`src/rtl/llc_snoop_responder_pkg.sv`:
```
// rtl/llc_snoop_responder_pkg.sv - shared types and geometry for the LLC snoop responder
// Contents: cache geometry constants, MESI/line state types, snoop op/result
// codes, L1 message codes and a line-alignment helper.
package llc_snoop_responder_pkg;

    localparam int ADDR_SIZE   = 32;
    localparam int N_WAY       = 16;
    localparam int INDEX_SIZE  = 14;
    localparam int OFFSET_SIZE = 6;
    localparam int TAG_SIZE    = ADDR_SIZE - INDEX_SIZE - OFFSET_SIZE;
    localparam int LINE_W      = 16;
    localparam int WAY_W       = 4;

    typedef enum logic [1:0] {
        MESI_I = 2'b00,
        MESI_S = 2'b01,
        MESI_E = 2'b10,
        MESI_M = 2'b11
    } mesi_e;

    typedef struct packed {
        mesi_e                 mesi;
        logic                  dirty;
        logic                  valid;
        logic [TAG_SIZE-1:0]   tag;
    } line_st;

    typedef enum logic [1:0] {
        SNP_READ       = 2'b00,
        SNP_WRITE      = 2'b01,
        SNP_INVALIDATE = 2'b10,
        SNP_RWIM       = 2'b11
    } snoop_op_e;

    typedef enum logic [1:0] {
        RSP_HIT   = 2'b00,
        RSP_HITM  = 2'b01,
        RSP_NOHIT = 2'b10
    } snoop_rsp_e;

    typedef enum logic [2:0] {
        L1_NONE           = 3'd0,
        L1_GETLINE        = 3'd1,
        L1_SENDLINE       = 3'd2,
        L1_INVALIDATELINE = 3'd3,
        L1_EVICTLINE      = 3'd4
    } l1_msg_e;

    function automatic logic [ADDR_SIZE-1:0] line_addr(input logic [ADDR_SIZE-1:0] a);
        return {a[ADDR_SIZE-1:OFFSET_SIZE], {OFFSET_SIZE{1'b0}}};
    endfunction

endpackage

```
`src/rtl/llc_snoop_responder_if.sv`:
```
// rtl/llc_snoop_responder_if.sv - bus bundle between snoop responder and its neighbours
// Groups: snoop request (snp_*), tag array read/write (ta_*), snoop result
// (rsp_*), modified-line write-back (wb_*), L1 message (l1_*) and err.
// slave = responder side, master = bus monitor / tag array / L1 side.
interface llc_snoop_responder_if;
    import llc_snoop_responder_pkg::*;

    logic                       snp_valid;
    logic                       snp_ready;
    logic [1:0]                 snp_op;
    logic [ADDR_SIZE-1:0]       snp_addr;

    logic                       ta_rd_en;
    logic [INDEX_SIZE-1:0]      ta_rd_index;
    logic [N_WAY*LINE_W-1:0]    ta_rd_data;
    logic                       ta_wr_en;
    logic [INDEX_SIZE-1:0]      ta_wr_index;
    logic [WAY_W-1:0]           ta_wr_way;
    logic [LINE_W-1:0]          ta_wr_line;

    logic                       rsp_valid;
    logic [1:0]                 rsp_result;

    logic                       wb_valid;
    logic                       wb_ready;
    logic [ADDR_SIZE-1:0]       wb_addr;

    logic                       l1_msg_valid;
    logic [2:0]                 l1_msg;
    logic [ADDR_SIZE-1:0]       l1_addr;

    logic                       err;

    modport slave (
        input  snp_valid, snp_op, snp_addr, ta_rd_data, wb_ready,
        output snp_ready, ta_rd_en, ta_rd_index, ta_wr_en, ta_wr_index, ta_wr_way,
               ta_wr_line, rsp_valid, rsp_result, wb_valid, wb_addr,
               l1_msg_valid, l1_msg, l1_addr, err
    );

    modport master (
        output snp_valid, snp_op, snp_addr, ta_rd_data, wb_ready,
        input  snp_ready, ta_rd_en, ta_rd_index, ta_wr_en, ta_wr_index, ta_wr_way,
               ta_wr_line, rsp_valid, rsp_result, wb_valid, wb_addr,
               l1_msg_valid, l1_msg, l1_addr, err
    );

endinterface

```
`src/rtl/llc_way_match.sv`:
```
// rtl/llc_way_match.sv - combinational tag match across all ways of one set
// Ports: set_i (all ways, way w at [w*LINE_W +: LINE_W]), tag_i;
//        hit_o, way_o (lowest matching way), line_o (its state), multi_hit_o.
module llc_way_match
    import llc_snoop_responder_pkg::*;
(
    input  logic [N_WAY*LINE_W-1:0] set_i,
    input  logic [TAG_SIZE-1:0]     tag_i,
    output logic                    hit_o,
    output logic [WAY_W-1:0]        way_o,
    output line_st                  line_o,
    output logic                    multi_hit_o
);

    line_st cand;

    // Scan from the top way down so the last match found is the lowest index;
    // any match after the first means more than one way holds the tag.
    always_comb begin
        hit_o       = 1'b0;
        way_o       = '0;
        line_o      = '0;
        multi_hit_o = 1'b0;
        cand        = '0;
        for (int w = N_WAY - 1; w >= 0; w--) begin
            cand = set_i[w*LINE_W +: LINE_W];
            if (cand.valid && (cand.mesi != MESI_I) && (cand.tag == tag_i)) begin
                if (hit_o) begin
                    multi_hit_o = 1'b1;
                end
                hit_o  = 1'b1;
                way_o  = WAY_W'(w);
                line_o = cand;
            end
        end
    end

endmodule

```
`src/rtl/llc_snoop_responder.sv`:
```
// rtl/llc_snoop_responder.sv - LLC snoop responder: lookup, MESI update, write-back, L1 messages
// Ports: clk, rst_n (async, active-low), bus (llc_snoop_responder_if.slave).
module llc_snoop_responder
    import llc_snoop_responder_pkg::*;
(
    input  logic                  clk,
    input  logic                  rst_n,
    llc_snoop_responder_if.slave  bus
);

    typedef enum logic [2:0] {
        ST_IDLE,
        ST_LOOKUP,
        ST_COMPARE,
        ST_WB,
        ST_INV
    } state_e;

    state_e               state_q;
    snoop_op_e            op_q;
    logic [ADDR_SIZE-1:0] addr_q;
    logic                 rd_en_q;
    logic                 wb_valid_q;
    logic                 inv_q;

    logic [TAG_SIZE-1:0]   tag_q;
    logic [INDEX_SIZE-1:0] index_q;
    assign tag_q   = addr_q[ADDR_SIZE-1 -: TAG_SIZE];
    assign index_q = addr_q[OFFSET_SIZE +: INDEX_SIZE];

    logic             hit;
    logic [WAY_W-1:0] hit_way;
    line_st           hit_line;
    logic             multi_hit;

    llc_way_match u_way_match (
        .set_i       (bus.ta_rd_data),
        .tag_i       (tag_q),
        .hit_o       (hit),
        .way_o       (hit_way),
        .line_o      (hit_line),
        .multi_hit_o (multi_hit)
    );

    // Decision for the COMPARE cycle. Set data arrives this cycle, so the
    // result is decoded combinationally and qualified by the state below.
    snoop_rsp_e rsp_d;
    logic       wr_d;
    line_st     wr_line_d;
    logic       msg_valid_d;
    l1_msg_e    msg_d;
    logic       err_d;
    logic       to_wb_d;

    always_comb begin
        rsp_d       = RSP_NOHIT;
        wr_d        = 1'b0;
        wr_line_d   = hit_line;
        msg_valid_d = 1'b0;
        msg_d       = L1_NONE;
        err_d       = multi_hit;
        to_wb_d     = 1'b0;
        if (hit) begin
            unique case (op_q)
                SNP_READ: begin
                    wr_d           = 1'b1;
                    wr_line_d.mesi = MESI_S;
                    if (hit_line.mesi == MESI_M) begin
                        rsp_d           = RSP_HITM;
                        wr_line_d.dirty = 1'b0;
                        msg_valid_d     = 1'b1;
                        msg_d           = L1_GETLINE;
                        to_wb_d         = 1'b1;
                    end else begin
                        rsp_d = RSP_HIT;
                    end
                end
                SNP_RWIM: begin
                    wr_d            = 1'b1;
                    wr_line_d.mesi  = MESI_I;
                    wr_line_d.valid = 1'b0;
                    msg_valid_d     = 1'b1;
                    if (hit_line.mesi == MESI_M) begin
                        rsp_d           = RSP_HITM;
                        wr_line_d.dirty = 1'b0;
                        msg_d           = L1_GETLINE;
                        to_wb_d         = 1'b1;
                    end else begin
                        rsp_d = RSP_HIT;
                        msg_d = L1_INVALIDATELINE;
                    end
                end
                SNP_INVALIDATE: begin
                    // Another cache cannot invalidate a line we own exclusively.
                    if (hit_line.mesi == MESI_S) begin
                        rsp_d           = RSP_HIT;
                        wr_d            = 1'b1;
                        wr_line_d.mesi  = MESI_I;
                        wr_line_d.valid = 1'b0;
                        msg_valid_d     = 1'b1;
                        msg_d           = L1_INVALIDATELINE;
                    end else begin
                        err_d = 1'b1;
                    end
                end
                SNP_WRITE: begin
                    if ((hit_line.mesi == MESI_M) || (hit_line.mesi == MESI_E)) begin
                        err_d = 1'b1;
                    end
                end
                default: ;
            endcase
        end
    end

    logic in_cmp;
    logic wr_fire;
    assign in_cmp  = (state_q == ST_COMPARE);
    assign wr_fire = in_cmp && wr_d;

    always_ff @(posedge clk or negedge rst_n) begin
        if (!rst_n) begin
            state_q    <= ST_IDLE;
            op_q       <= SNP_READ;
            addr_q     <= '0;
            rd_en_q    <= 1'b0;
            wb_valid_q <= 1'b0;
            inv_q      <= 1'b0;
        end else begin
            rd_en_q <= 1'b0;
            inv_q   <= 1'b0;
            case (state_q)
                ST_IDLE: begin
                    if (bus.snp_valid) begin
                        op_q    <= snoop_op_e'(bus.snp_op);
                        addr_q  <= bus.snp_addr;
                        rd_en_q <= 1'b1;
                        state_q <= ST_LOOKUP;
                    end
                end
                ST_LOOKUP: begin
                    state_q <= ST_COMPARE;
                end
                ST_COMPARE: begin
                    if (to_wb_d) begin
                        wb_valid_q <= 1'b1;
                        state_q    <= ST_WB;
                    end else begin
                        state_q <= ST_IDLE;
                    end
                end
                ST_WB: begin
                    if (bus.wb_ready) begin
                        wb_valid_q <= 1'b0;
                        if (op_q == SNP_RWIM) begin
                            inv_q   <= 1'b1;
                            state_q <= ST_INV;
                        end else begin
                            state_q <= ST_IDLE;
                        end
                    end
                end
                ST_INV: begin
                    state_q <= ST_IDLE;
                end
                default: begin
                    state_q <= ST_IDLE;
                end
            endcase
        end
    end

    assign bus.snp_ready   = (state_q == ST_IDLE);
    assign bus.ta_rd_en    = rd_en_q;
    assign bus.ta_rd_index = index_q;

    assign bus.ta_wr_en    = wr_fire;
    assign bus.ta_wr_index = wr_fire ? index_q : '0;
    assign bus.ta_wr_way   = wr_fire ? hit_way : '0;
    assign bus.ta_wr_line  = wr_fire ? wr_line_d : '0;

    assign bus.rsp_valid   = in_cmp;
    assign bus.rsp_result  = in_cmp ? rsp_d : 2'b00;

    assign bus.wb_valid    = wb_valid_q;
    assign bus.wb_addr     = wb_valid_q ? line_addr(addr_q) : '0;

    // GETLINE can only come from COMPARE and INVALIDATELINE after a write-back
    // only from INV, so the two sources never collide.
    assign bus.l1_msg_valid = (in_cmp && msg_valid_d) || inv_q;
    assign bus.l1_msg       = inv_q ? L1_INVALIDATELINE :
                              ((in_cmp && msg_valid_d) ? msg_d : L1_NONE);
    assign bus.l1_addr      = bus.l1_msg_valid ? line_addr(addr_q) : '0;

    assign bus.err          = in_cmp && err_d;

endmodule

```
`src/flat_wrapper.sv`:
```
// flat-port wrapper written by rule: the top's interface ports become plain ports
module llc_snoop_responder_flat import llc_snoop_responder_pkg::*;
  (clk, rst_n, bus_snp_valid, bus_snp_op, bus_snp_addr, bus_ta_rd_data, bus_wb_ready, bus_snp_ready, bus_ta_rd_en, bus_ta_rd_index, bus_ta_wr_en, bus_ta_wr_index, bus_ta_wr_way, bus_ta_wr_line, bus_rsp_valid, bus_rsp_result, bus_wb_valid, bus_wb_addr, bus_l1_msg_valid, bus_l1_msg, bus_l1_addr, bus_err);
  llc_snoop_responder_if bus_i ();
  input  logic clk;
  input  logic rst_n;
  input wire logic [$bits(bus_i.snp_valid)-1:0] bus_snp_valid;
  input wire logic [$bits(bus_i.snp_op)-1:0] bus_snp_op;
  input wire logic [$bits(bus_i.snp_addr)-1:0] bus_snp_addr;
  input wire logic [$bits(bus_i.ta_rd_data)-1:0] bus_ta_rd_data;
  input wire logic [$bits(bus_i.wb_ready)-1:0] bus_wb_ready;
  output wire logic [$bits(bus_i.snp_ready)-1:0] bus_snp_ready;
  output wire logic [$bits(bus_i.ta_rd_en)-1:0] bus_ta_rd_en;
  output wire logic [$bits(bus_i.ta_rd_index)-1:0] bus_ta_rd_index;
  output wire logic [$bits(bus_i.ta_wr_en)-1:0] bus_ta_wr_en;
  output wire logic [$bits(bus_i.ta_wr_index)-1:0] bus_ta_wr_index;
  output wire logic [$bits(bus_i.ta_wr_way)-1:0] bus_ta_wr_way;
  output wire logic [$bits(bus_i.ta_wr_line)-1:0] bus_ta_wr_line;
  output wire logic [$bits(bus_i.rsp_valid)-1:0] bus_rsp_valid;
  output wire logic [$bits(bus_i.rsp_result)-1:0] bus_rsp_result;
  output wire logic [$bits(bus_i.wb_valid)-1:0] bus_wb_valid;
  output wire logic [$bits(bus_i.wb_addr)-1:0] bus_wb_addr;
  output wire logic [$bits(bus_i.l1_msg_valid)-1:0] bus_l1_msg_valid;
  output wire logic [$bits(bus_i.l1_msg)-1:0] bus_l1_msg;
  output wire logic [$bits(bus_i.l1_addr)-1:0] bus_l1_addr;
  output wire logic [$bits(bus_i.err)-1:0] bus_err;
  assign bus_i.snp_valid = bus_snp_valid;
  assign bus_i.snp_op = bus_snp_op;
  assign bus_i.snp_addr = bus_snp_addr;
  assign bus_i.ta_rd_data = bus_ta_rd_data;
  assign bus_i.wb_ready = bus_wb_ready;
  assign bus_snp_ready = bus_i.snp_ready;
  assign bus_ta_rd_en = bus_i.ta_rd_en;
  assign bus_ta_rd_index = bus_i.ta_rd_index;
  assign bus_ta_wr_en = bus_i.ta_wr_en;
  assign bus_ta_wr_index = bus_i.ta_wr_index;
  assign bus_ta_wr_way = bus_i.ta_wr_way;
  assign bus_ta_wr_line = bus_i.ta_wr_line;
  assign bus_rsp_valid = bus_i.rsp_valid;
  assign bus_rsp_result = bus_i.rsp_result;
  assign bus_wb_valid = bus_i.wb_valid;
  assign bus_wb_addr = bus_i.wb_addr;
  assign bus_l1_msg_valid = bus_i.l1_msg_valid;
  assign bus_l1_msg = bus_i.l1_msg;
  assign bus_l1_addr = bus_i.l1_addr;
  assign bus_err = bus_i.err;
  llc_snoop_responder u_core (.clk(clk), .rst_n(rst_n), .bus(bus_i));
endmodule
```
`config.mk`:
```
export PLATFORM = sky130hd
export DESIGN_NAME = llc_snoop_responder_flat
export DESIGN_NICKNAME = d
export VERILOG_FILES = /design/src/rtl/llc_snoop_responder_pkg.sv /design/src/rtl/llc_snoop_responder_if.sv /design/src/rtl/llc_way_match.sv /design/src/rtl/llc_snoop_responder.sv /design/src/flat_wrapper.sv
export SDC_FILE = /design/constraint.sdc
export NUM_CORES = 1
export LEC_CHECK = 0
export BUFFER_PORTS_ARGS = -buffer_cell sky130_fd_sc_hd__buf_2
export CAP_MARGIN = 20
export CORE_AREA = 2 2 161 163
export CTS_CLUSTER_DIAMETER = 60
export CTS_CLUSTER_SIZE = 40
export DETAILED_ROUTE_END_ITERATION = 7
export DIE_AREA = 0 0 163 165
export GPL_TIMING_DRIVEN = 0
export MAX_ROUTING_LAYER = met4
export SLEW_MARGIN = 20
export SYNTH_ARGS = -nofsm -noshare
export SYNTH_HDL_FRONTEND = slang
export SYNTH_SLANG_ARGS = --single-unit
```
`constraint.sdc`:
```
create_clock -name clk -period 3.9 [get_ports clk]
set_input_delay 0.195 -clock clk [delete_from_list [all_inputs] [get_ports clk]]
set_output_delay 0.195 -clock clk [all_outputs]
set_load 0.005 [all_outputs]
```
==> qor.yml <==
layout:
  nNetsFinal: 1935
  multi_input_area_um2: 7380
  layout-drive-gt1-share: 0.409
  fillers: 2704
  syn_to_final_growth_pct: 47.2
  ff_latch_area_um2: 851
yosys:
  ys_ff_latch: 34
  synth_top_area_cell: "xor2_1"
  syn_area_per_cell_um2: 6.94
  synth_area_leaders: "xor2_1, dfrtp_1, xnor2_1"
  yosysUniqueCellTypes: 84
  synthTopCellsByCount: "nor2_1, xor2_1, nand2_1"
  syn_area_um2: 8220
  synth_edf_count: 0
  seq_area_frac_synth: 0.104
  yosysMostFrequentCell: "nor2_1"
  syn_inst: 1184
  synth_top_area_frac: 0.117
  synth_ff_type: "dfrtp_1"
  async_reset_ff_frac: 1.00
  yosysWarnings: 0
sta:
  max_freq_ghz: 0.243
  finalWorstSetupSlack_ns: -0.211
  hold_violations: 0
  slew_headroom: 0.466
  holdWs_ns: 0.00854
  worst_slew_pin_slew_ns: 0.802
  skew_ns: 0.00653
  grt_setup_unrepaired: "true"
  timing.final.crit_share: 1.05
  maxSlewViolCount: 0
  min_period_ns: 4.11
  finalSetupViolations: 62
floorplanning:
  die_area_um2: 26900
  ios: 418
  rows: 58
  design.core.area_um2: 25000
  start_util: 0.328
  die_x_um: 163
  die_h_um: 165
cts:
  clk_path_buf_depth: 2
  clock_latency_ns: 0.28
  cts-htree-levels: 2
  cts_tree: "yes"
  cts_hold_buf: 0
  root_buffer: "clkbuf_16"
  cts.sinks: 34
  numCtsBuffers: 5
  path_clk_slew_ns: 0.05
placement:
  port_buffers: 398
  dp_hpwl_um: 40600
  gp_congestion: 1.04
detailed_routing:
  vias: 11659
  ant_nets: 0
  wl_per_cell_um: 25.9
  wl_um: 51000
  drc_errors: 0
  via_per_inst: 5.91
  drt_pass1_iterations: 6
  drt_iter0_markers: 1179
grt:
  grt_pass1_wl_um: 71900
  grtUsageTotal: 0.374
  grt_overflow_total: 0
  grt_antenna_before_repair: 4
  grt_max_degree: 35
  first_global_vias: 11361
run_status:
  violations: "setup timing"
  outcome: "finished, violations left"
worst_setup_path:
  startpoint_type: "register"
  crit_required_ns: 3.70
  worstSetupEndpointType: "output pin"
  cp.arrival_ns: 3.92
  cp_max_fo: 9
  path_class: "reg -> out"
power_and_ir_drop:
  power_mw: 5.23
  leakagePower_nw: 5.72
  vdd_drop_max_v: 0.000311
  p_per_area_nw_per_um2: 432
job:
  maxCapViolCount: 0
min_path:
  worstHoldPathType: "in -> async"
==> cell type report <==
cell class                 count  share of cell area
multi-input combinational   1019               0.610
timing repair buffer         436               0.191
sequential                    34              0.0703
buffer                        99              0.0684
tap                          330              0.0341
inverter                      41              0.0127
clock buffer                   7              0.0118
antenna                        5             0.00103
clock inverter                 1            0.000414
==> state kept, by name (all words and copies together), names as in the netlist <==
| signal | flops |
|---|---|
| u_core.inv_q | 1 |
| u_core.bus.ta_rd_en | 1 |
| u_core.bus.wb_valid | 1 |
| u_core.op_q | 2 |
| u_core.state_q | 3 |
| u_core.addr_q | 26 |
==> worst max-delay path, stage by stage (launching register included) <==
cell	delay, ns
dfrtp_1	0.39
buf_12	0.16
xor2_1	0.19
or4b_4	0.54
or2_4	0.28
or4_4	0.44
o221ai_2	0.08
a31o_1	0.26
a2bb2oi_4	0.09
nand3b_4	0.19
a2111oi_4	0.35
buf_6	0.20
buf_6	0.14
a21boi_4	0.18
buf_2	0.13
==> metrics by stage <==
step	setup slack [ns]	cell area, µm²	std cells	util	TNS [ns]
finish	-0.211	12100	1972	0.483	-8.71
global route	-0.299	12100	1971	0.483	-14.18
CTS	-0.102	11700	1954	0.467	-2.56
detailed placement	-1.16	10700	1924	0.426	-60.37
global placement	-1.16	10700	1924	0.426	-60.05
floorplan	0.424	8260	1196	-	0
==> where the power goes <==
part	internal (mW)	total, mW	switching [mW]
Combinational	1.68	4.15	2.47
Sequential	0.513	0.687	0.174
Clock	0.253	0.395	0.142
Total	2.44	5.23	2.79
==> placed cells by master, fill, tap and decap left out, types with 15 or more instances in the layout <==
master	n
nand4_1	39
nor2_1	127
nor3_1	26
buf_4	65
mux2_2	26
xnor2_1	76
inv_1	41
and2_1	71
buf_2	403
buf_6	15
nor4_1	27
a21oi_1	41
xor2_1	109
dfrtp_1	34
nand2_1	94
nand3_1	30
clkbuf_1	17
o21ai_0	56
==> path summary, 6_finish.rpt <==
check / to / slack (ns) / cells past startpoint / startpoint
setup / recovery: bus_ta_wr_line[6] / -0.21 / 14 / u_core.addr_q[30]
hold / removal: u_core.addr_q[9] / 0.009 / 1 / rst_n
setup reg to reg: u_core.state_q[0] / 0.62 / 13 / u_core.addr_q[30]
hold reg to reg: u_core.state_q[0] / 0.49 / 1 / u_core.state_q[2]
max in group asynchronous: u_core.addr_q[21] / 3.38 / 1 / rst_n
min in group clk: u_core.op_q[0] / 0.13 / 3 / bus_snp_op[0]
==> routing by layer <==
metal | GRT usage | vias to the layer above | routed length, µm
met5 | - | - | 0
met4 | 0.183 | 0 | 3040
met3 | 0.0525 | 196 | 4650
met2 | 0.622 | 823 | 23900
met1 | 0.444 | 5514 | 19500
li1 | - | 5126 | -
==> kinds of logic after synthesis <==
| group | synth area share |
|---|---|
| fa+ha+maj | 0.0113 |
| compound gates | 0.198 |
| xor+xnor | 0.206 |
| other cells | 0.000456 |
| flops | 0.104 |
| buf+inv | 0.0880 |
| mux | 0.0454 |
| simple gates | 0.348 |
==> timing repair <==
action,CTS,global route
gates resized for setup,173,83
gates cloned,1,2
pin swaps,22,14
setup buffers,23,12
setup endpoints to repair,70,66
Note: power is estimated with default switching activity, not from simulation.
